### config.mk
export PLATFORM = sky130hd
export DESIGN_NAME = seq_frame_tx_flat
export DESIGN_NICKNAME = d
export VERILOG_FILES = /design/src/rtl/seq_frame_tx_if.sv /design/src/rtl/seq_frame_tx.sv /design/src/flat_wrapper.sv
export SDC_FILE = /design/constraint.sdc
export NUM_CORES = 1
export LEC_CHECK = 0
export ABC_AREA = 1
export CORE_MARGIN = 5
export CORE_UTILIZATION = 70
export CTS_BUF_LIST = sky130_fd_sc_hd__clkbuf_4 sky130_fd_sc_hd__clkbuf_8
export CTS_CLUSTER_SIZE = 40
export DETAILED_ROUTE_END_ITERATION = 8
export DONT_BUFFER_PORTS = 1
export PLACE_DENSITY = 0.95
export SYNTH_ARGS = -nofsm -noshare
export SYNTH_HDL_FRONTEND = slang
export SYNTH_SLANG_ARGS = --single-unit
### constraint.sdc
create_clock -name clk -period 2.3 [get_ports clk]
set_input_delay 0.46 -clock clk [delete_from_list [all_inputs] [get_ports clk]]
set_output_delay 0.46 -clock clk [all_outputs]
set_load 0.01 [all_outputs]
### src/rtl/seq_frame_tx_if.sv
// seq_frame_tx_if: payload handshake, abort and serial frame outputs of seq_frame_tx
interface seq_frame_tx_if #(
  parameter int DATA_W = 8
);
  logic [DATA_W-1:0] in_data;
  logic              in_valid;
  logic              in_ready;
  logic              abort;
  logic              tx_out;
  logic              tx_active;
  logic              frame_done;
  modport master (
    output in_data, in_valid, abort,
    input  in_ready, tx_out, tx_active, frame_done
  );
  modport slave (
    input  in_data, in_valid, abort,
    output in_ready, tx_out, tx_active, frame_done
  );
endinterface

### src/rtl/seq_frame_tx.sv
// seq_frame_tx: serial frame transmitter sending preamble, payload MSB first, then idle-zero gap
module seq_frame_tx #(
  parameter int                  DATA_W   = 8,
  parameter int                  SYNC_LEN = 5,
  parameter logic [SYNC_LEN-1:0] SYNC_PAT = 5'b11010,
  parameter int                  GAP_CYC  = 2
) (
  input logic          clk,
  input logic          rstn,
  seq_frame_tx_if.slave bus
);
  localparam int ML = SYNC_LEN > DATA_W ? SYNC_LEN : DATA_W;
  localparam int BW = ML > 1 ? $clog2(ML) : 1;
  localparam int GW = GAP_CYC > 1 ? $clog2(GAP_CYC) : 1;
  typedef enum logic [1:0] {IDLE, SYNC, DATA, GAP} state_t;
  state_t              state, state_n;
  logic [DATA_W-1:0]   sh, sh_n;
  logic [SYNC_LEN-1:0] pat, pat_n;
  logic [BW-1:0]       cnt, cnt_n;
  logic [GW-1:0]       gcnt, gcnt_n;
  logic                tx, tx_n, act, act_n, done, done_n;
  assign bus.in_ready   = state == IDLE;
  assign bus.tx_out     = tx;
  assign bus.tx_active  = act;
  assign bus.frame_done = done;
  always_ff @(posedge clk or negedge rstn) begin
    if (!rstn) begin
      state <= IDLE;
      sh    <= '0;
      pat   <= '0;
      cnt   <= '0;
      gcnt  <= '0;
      tx    <= 1'b0;
      act   <= 1'b0;
      done  <= 1'b0;
    end else begin
      state <= state_n;
      sh    <= sh_n;
      pat   <= pat_n;
      cnt   <= cnt_n;
      gcnt  <= gcnt_n;
      tx    <= tx_n;
      act   <= act_n;
      done  <= done_n;
    end
  end
  // cnt holds how many bits of the current section remain after the one on tx_out
  always_comb begin
    state_n = state;
    sh_n    = sh;
    pat_n   = pat;
    cnt_n   = cnt;
    gcnt_n  = gcnt;
    tx_n    = tx;
    act_n   = act;
    done_n  = 1'b0;
    if ((state == SYNC || state == DATA) && bus.abort) begin
      state_n = GAP;
      tx_n    = 1'b0;
      act_n   = 1'b0;
      gcnt_n  = GW'(GAP_CYC - 1);
    end else begin
      case (state)
        IDLE: if (bus.in_valid) begin
          state_n = SYNC;
          sh_n    = bus.in_data;
          pat_n   = SYNC_PAT << 1;
          tx_n    = SYNC_PAT[SYNC_LEN-1];
          act_n   = 1'b1;
          cnt_n   = BW'(SYNC_LEN - 1);
        end
        SYNC: if (cnt == '0) begin
          state_n = DATA;
          tx_n    = sh[DATA_W-1];
          sh_n    = sh << 1;
          cnt_n   = BW'(DATA_W - 1);
        end else begin
          tx_n  = pat[SYNC_LEN-1];
          pat_n = pat << 1;
          cnt_n = cnt - 1'b1;
        end
        DATA: if (cnt == '0) begin
          state_n = GAP;
          tx_n    = 1'b0;
          act_n   = 1'b0;
          done_n  = 1'b1;
          gcnt_n  = GW'(GAP_CYC - 1);
        end else begin
          tx_n  = sh[DATA_W-1];
          sh_n  = sh << 1;
          cnt_n = cnt - 1'b1;
        end
        GAP: if (gcnt == '0) state_n = IDLE;
             else gcnt_n = gcnt - 1'b1;
      endcase
    end
  end
endmodule

### src/flat_wrapper.sv
// flat-port wrapper written by rule: the top's interface ports become plain ports
module seq_frame_tx_flat 
#(
  parameter int                  DATA_W   = 8,
  parameter int                  SYNC_LEN = 5,
  parameter logic [SYNC_LEN-1:0] SYNC_PAT = 5'b11010,
  parameter int                  GAP_CYC  = 2
)
  (clk, rstn, bus_in_data, bus_in_valid, bus_abort, bus_in_ready, bus_tx_out, bus_tx_active, bus_frame_done);
  seq_frame_tx_if #(.DATA_W(DATA_W)) bus_i ();
  input logic clk;
  input logic rstn;
  input wire logic [$bits(bus_i.in_data)-1:0] bus_in_data;
  input wire logic [$bits(bus_i.in_valid)-1:0] bus_in_valid;
  input wire logic [$bits(bus_i.abort)-1:0] bus_abort;
  output wire logic [$bits(bus_i.in_ready)-1:0] bus_in_ready;
  output wire logic [$bits(bus_i.tx_out)-1:0] bus_tx_out;
  output wire logic [$bits(bus_i.tx_active)-1:0] bus_tx_active;
  output wire logic [$bits(bus_i.frame_done)-1:0] bus_frame_done;
  assign bus_i.in_data = bus_in_data;
  assign bus_i.in_valid = bus_in_valid;
  assign bus_i.abort = bus_abort;
  assign bus_in_ready = bus_i.in_ready;
  assign bus_tx_out = bus_i.tx_out;
  assign bus_tx_active = bus_i.tx_active;
  assign bus_frame_done = bus_i.frame_done;
  seq_frame_tx #(.DATA_W(DATA_W), .SYNC_LEN(SYNC_LEN), .SYNC_PAT(SYNC_PAT), .GAP_CYC(GAP_CYC)) u_core (.clk(clk), .rstn(rstn), .bus(bus_i));
endmodule
Word level (Yosys, flattened, before mapping)

Cells that the tools add are included.

Output and inout bits: 4
Logic and storage cells: 70
Bits in registers: 22
Bits of input ports: 12

Equal/unequal tests: 11
Reduce and logical (&&, ||, !) cells: 16
Mux-type cells: 32
Bitwise gates (word level): 1
Add/subtract/negate cells: 2

Operators by type and width:

| operator            | number |
|---|---|
| $mux 8              | 3 |
| $pmux 8 s3          | 1 |
| $mux 1              | 12 |
| $reduce_and 4->1    | 3 |
| $mux 2              | 5 |
| $mux 5              | 2 |
| $pmux 5 s2          | 1 |
| $mux 3              | 3 |
| $ne 3x3->1 const B  | 3 |
| $pmux 3 s3          | 1 |
| $reduce_bool 3->1   | 3 |
| $ne 2x2->1 const B  | 4 |
| $pmux 2 s4          | 1 |
| $reduce_and 5->1    | 1 |
| $eq 2x2->1 const B  | 2 |
| $pmux 1 s2          | 2 |
| $reduce_and 2->1    | 2 |
| $reduce_bool 4->1   | 1 |
| $logic_not 3->1     | 1 |
| $ne 3x2->1 const B  | 1 |
| $pmux 1 s3          | 1 |
| $reduce_and 3->1    | 1 |
| $sub 3x1->3 const B | 1 |
| $eq 2x1->1 const B  | 1 |
| 6 further kinds     | 6 |

Depth between registers and ports, before layout

Gate-level depths: netlist (run 1).

Word-level depth: 5
Gate-level depth with buffers: 10
Gate-level depth less buffers: 10

Worst setup path after synthesis (run 1)

OpenSTA, ideal clock, no wires.

Path kind: register -> register
From: register u_core.state[0]
To: register u_core.sh[1]
Stages on the path, launching flop included: 10
Arrival time: 1434 ps
Buffers on the path: 1
Period minus slack after synthesis: 1556 ps
Required time: 2178 ps
Library setup time: 122 ps
Slack: 744 ps
Cell sequence: dfrtp_1 -> inv_1 -> ha_1 -> nand2_4 -> nand2_4 -> nor2_8 -> nand3_4 -> buf_8 -> nand2_2 -> o21ai_2

Cells in the longest elaborated chain, start to end: 5
Elaborated cells between the ends (all ways): 12
Those cells by class: 5 x eq/ne; 1 x mux; 1 x bitwise; 5 x reduce/logical

RTL lines:

| element                                         | line                                   | text |
|---|---|---|
| start, declared                                 | seq_frame_tx.sv:16                     | `state_t state, state_n;` |
| start signal, assigned                          | seq_frame_tx.sv:37                     | `state <= state_n;` |
| $eq 2x1->1 / $eq 2x2->1 (equally long branches) | seq_frame_tx.sv:57, seq_frame_tx.sv:63 |  |
| $logic_or 1x1->1                                | seq_frame_tx.sv:57                     | `if ((state == SYNC \|\| state == DATA) && bus.abort) begin` |
| $logic_and 1x1->1                               | seq_frame_tx.sv:57                     |  |
| $not 1->1 (no source line)                      | --                                     |  |
| $reduce_and 5->1 (no source line)               | --                                     |  |
| end signal, assigned                            | seq_frame_tx.sv:38                     | `sh <= sh_n;` |
| end, declared                                   | seq_frame_tx.sv:17                     | `logic [DATA_W-1:0] sh, sh_n;` |

Parallel ways exist; a longest one is shown, timed or not.
A chain may end at the register's enable or synchronous reset.

Worst setup path in the final report (run 1)

From: register u_core.state[0]
To: register u_core.sh[5]

The elaborated chain is that of the path after synthesis.

==> results.toml, run 1 <==
[outcome]
status = "finished clean"

[sta]
timing.final.crit_share = 0.740
tns_ps = 0
hold_viol = 0
rsz0062_at_grt = "false"
setup_viol = 0
tightest_slew_ps = 885
fmax_ghz = 0.587
skew_ps = 1.50
post-route-min-period_ps = 1700
drv_slew = 0
relSlewSlack = 0.408

[clock_network]
clk_pin_slew_worst_paths_ps = 110
h-tree-depth = 1
root_buffer = "clkbuf_4"
cts_resized = 0
cts_tree = "built"
cts_buffers = 3
clock_latency_ps = 310
cts.sinks = 20
cts.path.max_buffers = 2

[grt]
gr-total-overflow = 0
grt_max_degree = 21
grt.total_usage = 0.198
antenna_found_initial = 0
first_global_vias = 980
grt_first_pass_wirelength_um = 3880

[logic_synthesis]
syn_area_um2 = 1200
ys_seq_area_frac = 0.417
syn_inst = 141
avgSynthCellArea_um2 = 8.51
ys_warn_count = 0
synth_nets = 160
synth_cell_types = 21
synth_seq_cells = 20

[place]
dp_hpwl_um = 1810
io_buffers = 0
place_congestion = 0.890
placed_area_um2 = 1210

[finish]
diodes = 0
postLayoutCoreUtil = 0.751
syn_to_final_growth_pct = 4.59
multiInputGateArea_um2 = 619
final_common_cell = "nand2_1"
num-nets-final = 165
seq_area_um2 = 500
final_area_um2 = 1250
mostFrequentLayoutCells = "nand2_1 (49), dfrtp_1 (20), inv_1 (11), nor2_1 (8), o21ai_2 (8)"
drive_above_1_share = 0.179
fill_cells = 111

[routing]
highest_layer = "met4"
num_vias = 923
drt_wl_total_um = 2270
drt_iter0_markers = 21
drt_first_pass_iters = 4
dr_wl_met3_um = 124
dr_wl_met2_um = 1170
drc = 0
ant_nets = 0
viasPerCell = 5.70
wl_met1_um = 930
wl_per_cell_um = 14.0

[die]
fp.dieH_um = 51.4
design.die.area_um2 = 2640
row_count = 15
die_x_um = 51.4
initial_utilization = 0.718
boundaryPins = 16
core_area_um2 = 1670

[worst_setup_path]
rrSetupSlack_ps = 600
worstPathRequired_ps = 2510
crit_end = "u_core.sh[5]"
reg2reg_from = "u_core.state[0]"
crit_arrival_ps = 1910
worstReg2RegEnd = "u_core.sh[5]"
cp-end-kind = "flop"
crit_fanout = 16
start_kind = "flop"
r2r_cells = 8
critPathLaunch = "u_core.state[0]"
path_class = "reg -> reg"

[hold_path]
min_path_cells = 2
hp-class = "in -> reg"

[power_and_ir_drop]
peakVddDrop_v = 0.00114
power.density_nw_per_um2 = 1810
power_leakage_nw = 0.681

[job]
max-cap-violations = 0
## repair_timing
item                      in CTS  in global routing
buffers inserted               0                  0
hold endpoints to repair      20                  0
hold buffers                   1                  0
## critical path, cell delays in order, from the launching register on
cell and delay, ps:
dfrtp_1 460, inv_1 90, ha_1 350, nand2_4 120, nand2_4 80, nor2_8 100
nand3_4 200, nand2_1 140, o21ai_2 60
## layer usage
layer / vias up / track usage
met5: - / 0
met4: 0 / 0.0830
met3: 7 / 0.0554
met2: 28 / 0.364
met1: 435 / 0.206
li1: 453 / -
## Yosys cell counts, drive strengths merged
| master | count | area [um2] |
|---|---|---|
| a21oi | 2 | 10.0 |
| nor2 | 10 | 61.3 |
| buf | 2 | 20.0 |
| nand2 | 53 | 219 |
| o21ai | 15 | 105 |
| mux2i | 7 | 70.1 |
| inv | 16 | 60.1 |
| ha | 7 | 87.6 |
| nand3 | 6 | 47.6 |
| nand4 | 3 | 18.8 |
| dfrtp | 20 | 500 |
## worst min-delay path by stage
stage,startpoint,end,slack (ps)
6_report,bus_in_valid,u_core.bus.tx_active,290
5_1_grt,bus_in_valid,u_core.bus.tx_active,290
4_1_cts,bus_in_valid,u_core.bus.tx_active,300
3_5_place_dp,rstn,u_core.pat[3],160
3_3_place_gp,rstn,u_core.pat[2],160
2_1_floorplan,rstn,u_core.bus.frame_done,160
## stage by stage
stage	hold WS [ps]	instances	worst slack, ps	power, mW
finish	294	162	597	2.27
global route	288	162	481	2.47
CTS	302	162	617	2.27
detailed placement	165	157	640	2.06
global placement	165	157	707	1.96
floorplan	164	141	744	1.85
## power breakdown
part	switching (mW)	leakage, nW	internal, mW	total (mW)
Clock	0.109	0.0210	0.0968	0.206
Sequential	0.123	0.251	0.524	0.647
Combinational	0.898	0.409	0.516	1.41
Total	1.13	0.681	1.14	2.27
## area by class of cell
class / count / share of cell area
multi-input combinational: 103 / 0.494
sequential: 20 / 0.399
inverter: 16 / 0.0479
clock buffer: 4 / 0.0289
tap: 17 / 0.0169
timing repair buffer: 2 / 0.0140
## registers in the layout (all words and copies together), names as in the netlist
register               flops
u_core.bus.tx_out          1
u_core.bus.tx_active       1
u_core.cnt                 3
u_core.pat                 3
u_core.bus.frame_done      1
u_core.state               2
u_core.gcnt                1
u_core.sh                  8
## cells by family (layout without fill, tap and decap cells)
| kind of cell | Yosys count | in the layout | synth area share |
|---|---|---|---|
| and+or+nand+nor | 72 | 72 | 0.289 |
| DFF | 20 | 20 | 0.417 |
| buffers and inverters | 18 | 22 | 0.0667 |
| AOI/OAI and AO/OA | 17 | 17 | 0.0959 |
| adders and majority gates | 7 | 7 | 0.0730 |
| muxes | 7 | 7 | 0.0584 |
No activity file was read; power rests on OpenSTA's default activity.
==> inputs of run 2 (changes only) <==
Settings changed: ABC_AREA 1 to 0, CORE_UTILIZATION 70 to 58, PLACE_DENSITY 0.95 to 0.86.
Clock period 2.3 ns to 1.45 ns, I/O delays scaled along.
==> results.toml, run 2 <==
[die]
fp.dieH_um = 55.8
die_x_um = 55.8
core_area_um2 = 1980
boundaryPins = 16
initial_utilization = 0.613
row_count = 16
design.die.area_um2 = 3110

[clock_network]
cts_buffers = 3
clock_latency_ps = 320
h-tree-depth = 1
cts_tree = "built"
cts.sinks = 20
root_buffer = "clkbuf_4"
clk_pin_slew_worst_paths_ps = 100
cts.path.max_buffers = 2

[grt]
antenna_found_initial = 0
gr-total-overflow = 0
grt.total_usage = 0.191
first_global_vias = 1069
grt_first_pass_wirelength_um = 4800
grt_max_degree = 21

[place]
io_buffers = 0
place_congestion = 0.902
dp_hpwl_um = 1910
place_inst = 163

[worst_setup_path]
crit_arrival_ps = 1880
worstPathRequired_ps = 1640
path_class = "reg -> reg"
cp-end-kind = "flop"
start_kind = "flop"
worst_path_max_delay_cell = "dfrtp_1"
crit_fanout = 8
worstPathCellList = "inv_2 > ha_4 > and2_4 > nor3_4 > nand3_4 > mux2_4"
critPathMaxStageDelay_ps = 410

[sta]
post-route-min-period_ps = 1690
hold_viol = 0
skew_ps = 30.7
fin_ws_ps = -242
relSlewSlack = 0.396
setup_viol = 17
timing.final.crit_share = 1.17
drv_slew = 0
tightest_slew_ps = 903
fmax_ghz = 0.591
rsz0062_at_grt = "true"

[routing]
drt_wl_total_um = 3430
viasPerCell = 6.33
drc = 0
drt_first_pass_iters = 5
wl_per_cell_um = 19.9
num_vias = 1089
ant_nets = 0
drt_iter0_markers = 96

[logic_synthesis]
synth_cell_types = 35
synth_top_area_share = 0.412
avgSynthCellArea_um2 = 10.4
yosysMostFrequentCell = "dfrtp_1"
synth_nets = 136
synth_area_leaders = "dfrtp_1 (41%), mux2_4 (9.9%), ha_1 (7.2%)"
ys_warn_count = 0
synth_seq_cells = 20
synthArstFlopShare = 1.00
syn_inst = 117
synthTopCellsByCount = "dfrtp_1 (20), nand2_1 (13), mux2_4 (8)"
ys_seq_area_frac = 0.412
synth_edf_count = 0
syn_area_um2 = 1210
synth_flop_cell = "dfrtp_1"
synth_largest_area_cell = "dfrtp_1"

[power_and_ir_drop]
power_leakage_nw = 0.753
power.density_nw_per_um2 = 3030
peakVddDrop_v = 0.00270

[finish]
top_register = "u_core.sh"
diodes = 0
mostFrequentLayoutCells = "buf_4 (23), dfrtp_1 (20), nand2_1 (11), mux2_4 (8), mux2_2 (7)"
drive_above_1_share = 0.497
postLayoutCoreUtil = 0.832
syn_to_final_growth_pct = 35.7
num-nets-final = 165
fill_cells = 95
final_common_cell = "buf_4"
largest_registers = "u_core.sh (8), u_core.cnt (3), u_core.pat (3)"
final_cells = 172
largest_reg_flops = 8

[outcome]
status = "finished with violations"
violations = "negative setup slack"

[job]
max-cap-violations = 0

[hold_path]
hp-class = "in -> reg"
## run 2: cell count changes in the layout (fill, tap and decap cells not counted), sizes merged, moves of 11 or more
cell | before | now
buf | 1 | 27
nand2 | 53 | 14
inv | 16 | 5
mux2 | 0 | 15
## run 2: layer usage
| layer | part of all wire | global-route usage |
|---|---|---|
| met3 | 0.085 | 0.0487 |
| met1 | 0.41 | 0.240 |
| met5 | 0 | 0 |
| met4 | 0.036 | 0.0729 |
| met2 | 0.47 | 0.313 |
## run 2: worst max-delay path, delay by kind of cell (launching register included)
kind,cells,cell delay [ps]
buffers and inverters,1,80
AND/OR/NAND/NOR,3,560
multiplexers,1,340
flip-flops,1,410
adder cells (fa/ha/maj),1,200
## run 2: path summary, 6_finish.rpt
check                             endpoint            start  cells after the start  slack (ps)
setup / recovery              u_core.sh[0]  u_core.state[0]                      6        -240
hold / removal             u_core.state[1]        bus_abort                      2         210
setup reg to reg              u_core.sh[0]  u_core.state[0]                      6        -240
hold reg to reg                u_core.gcnt      u_core.gcnt                      1         530
max in group asynchronous     u_core.sh[0]             rstn                      1         340
min in group asynchronous    u_core.pat[3]             rstn                      1         520
## run 2: timing repair
item	in CTS	in global routing
hold buffers	1	0
gates resized for setup	15	17
hold endpoints to repair	20	0
pin swaps	3	3
setup buffers	2	3
setup endpoints to repair	17	18
## run 2: metrics by stage
stage,TNS (ps),power (mW),area [um2],worst slack [ps],hold WS [ps]
floorplan,-3790,3.00,1230,-415,-5.59
global placement,-1810,3.61,1420,-193,-5.13
detailed placement,-2630,3.75,1420,-247,-5.07
CTS,-2390,4.47,1560,-243,219
global route,-3900,5.26,1650,-312,197
finish,-2450,5.00,1650,-242,215
## run 2: logic make-up (layout without fill, tap and decap cells)
| group | count (synthesis) | count (layout) | share of synthesized area |
|---|---|---|---|
| and+or+nand+nor | 35 | 35 | 0.154 |
| AOI/OAI and AO/OA | 29 | 29 | 0.146 |
| DFF | 20 | 20 | 0.412 |
| muxes | 17 | 17 | 0.180 |
| buffers and inverters | 9 | 37 | 0.0350 |
| adders and majority gates | 7 | 7 | 0.0721 |
## run 2: report_power, final
group	internal, mW	switching [mW]
Combinational	1.78	1.69
Clock	0.280	0.189
Sequential	0.842	0.208
## run 2: layout make-up
cell class,count,area (um2),share of cell area
Timing Repair Buffer,28,228,0.138
Sequential cell,20,500,0.303
Tap cell,27,33.8,0.0205
Clock inverter,1,30.0,0.0182
Clock buffer,3,22.5,0.0137
Multi-Input combinational cell,88,816,0.495
Inverter,5,18.8,0.0114
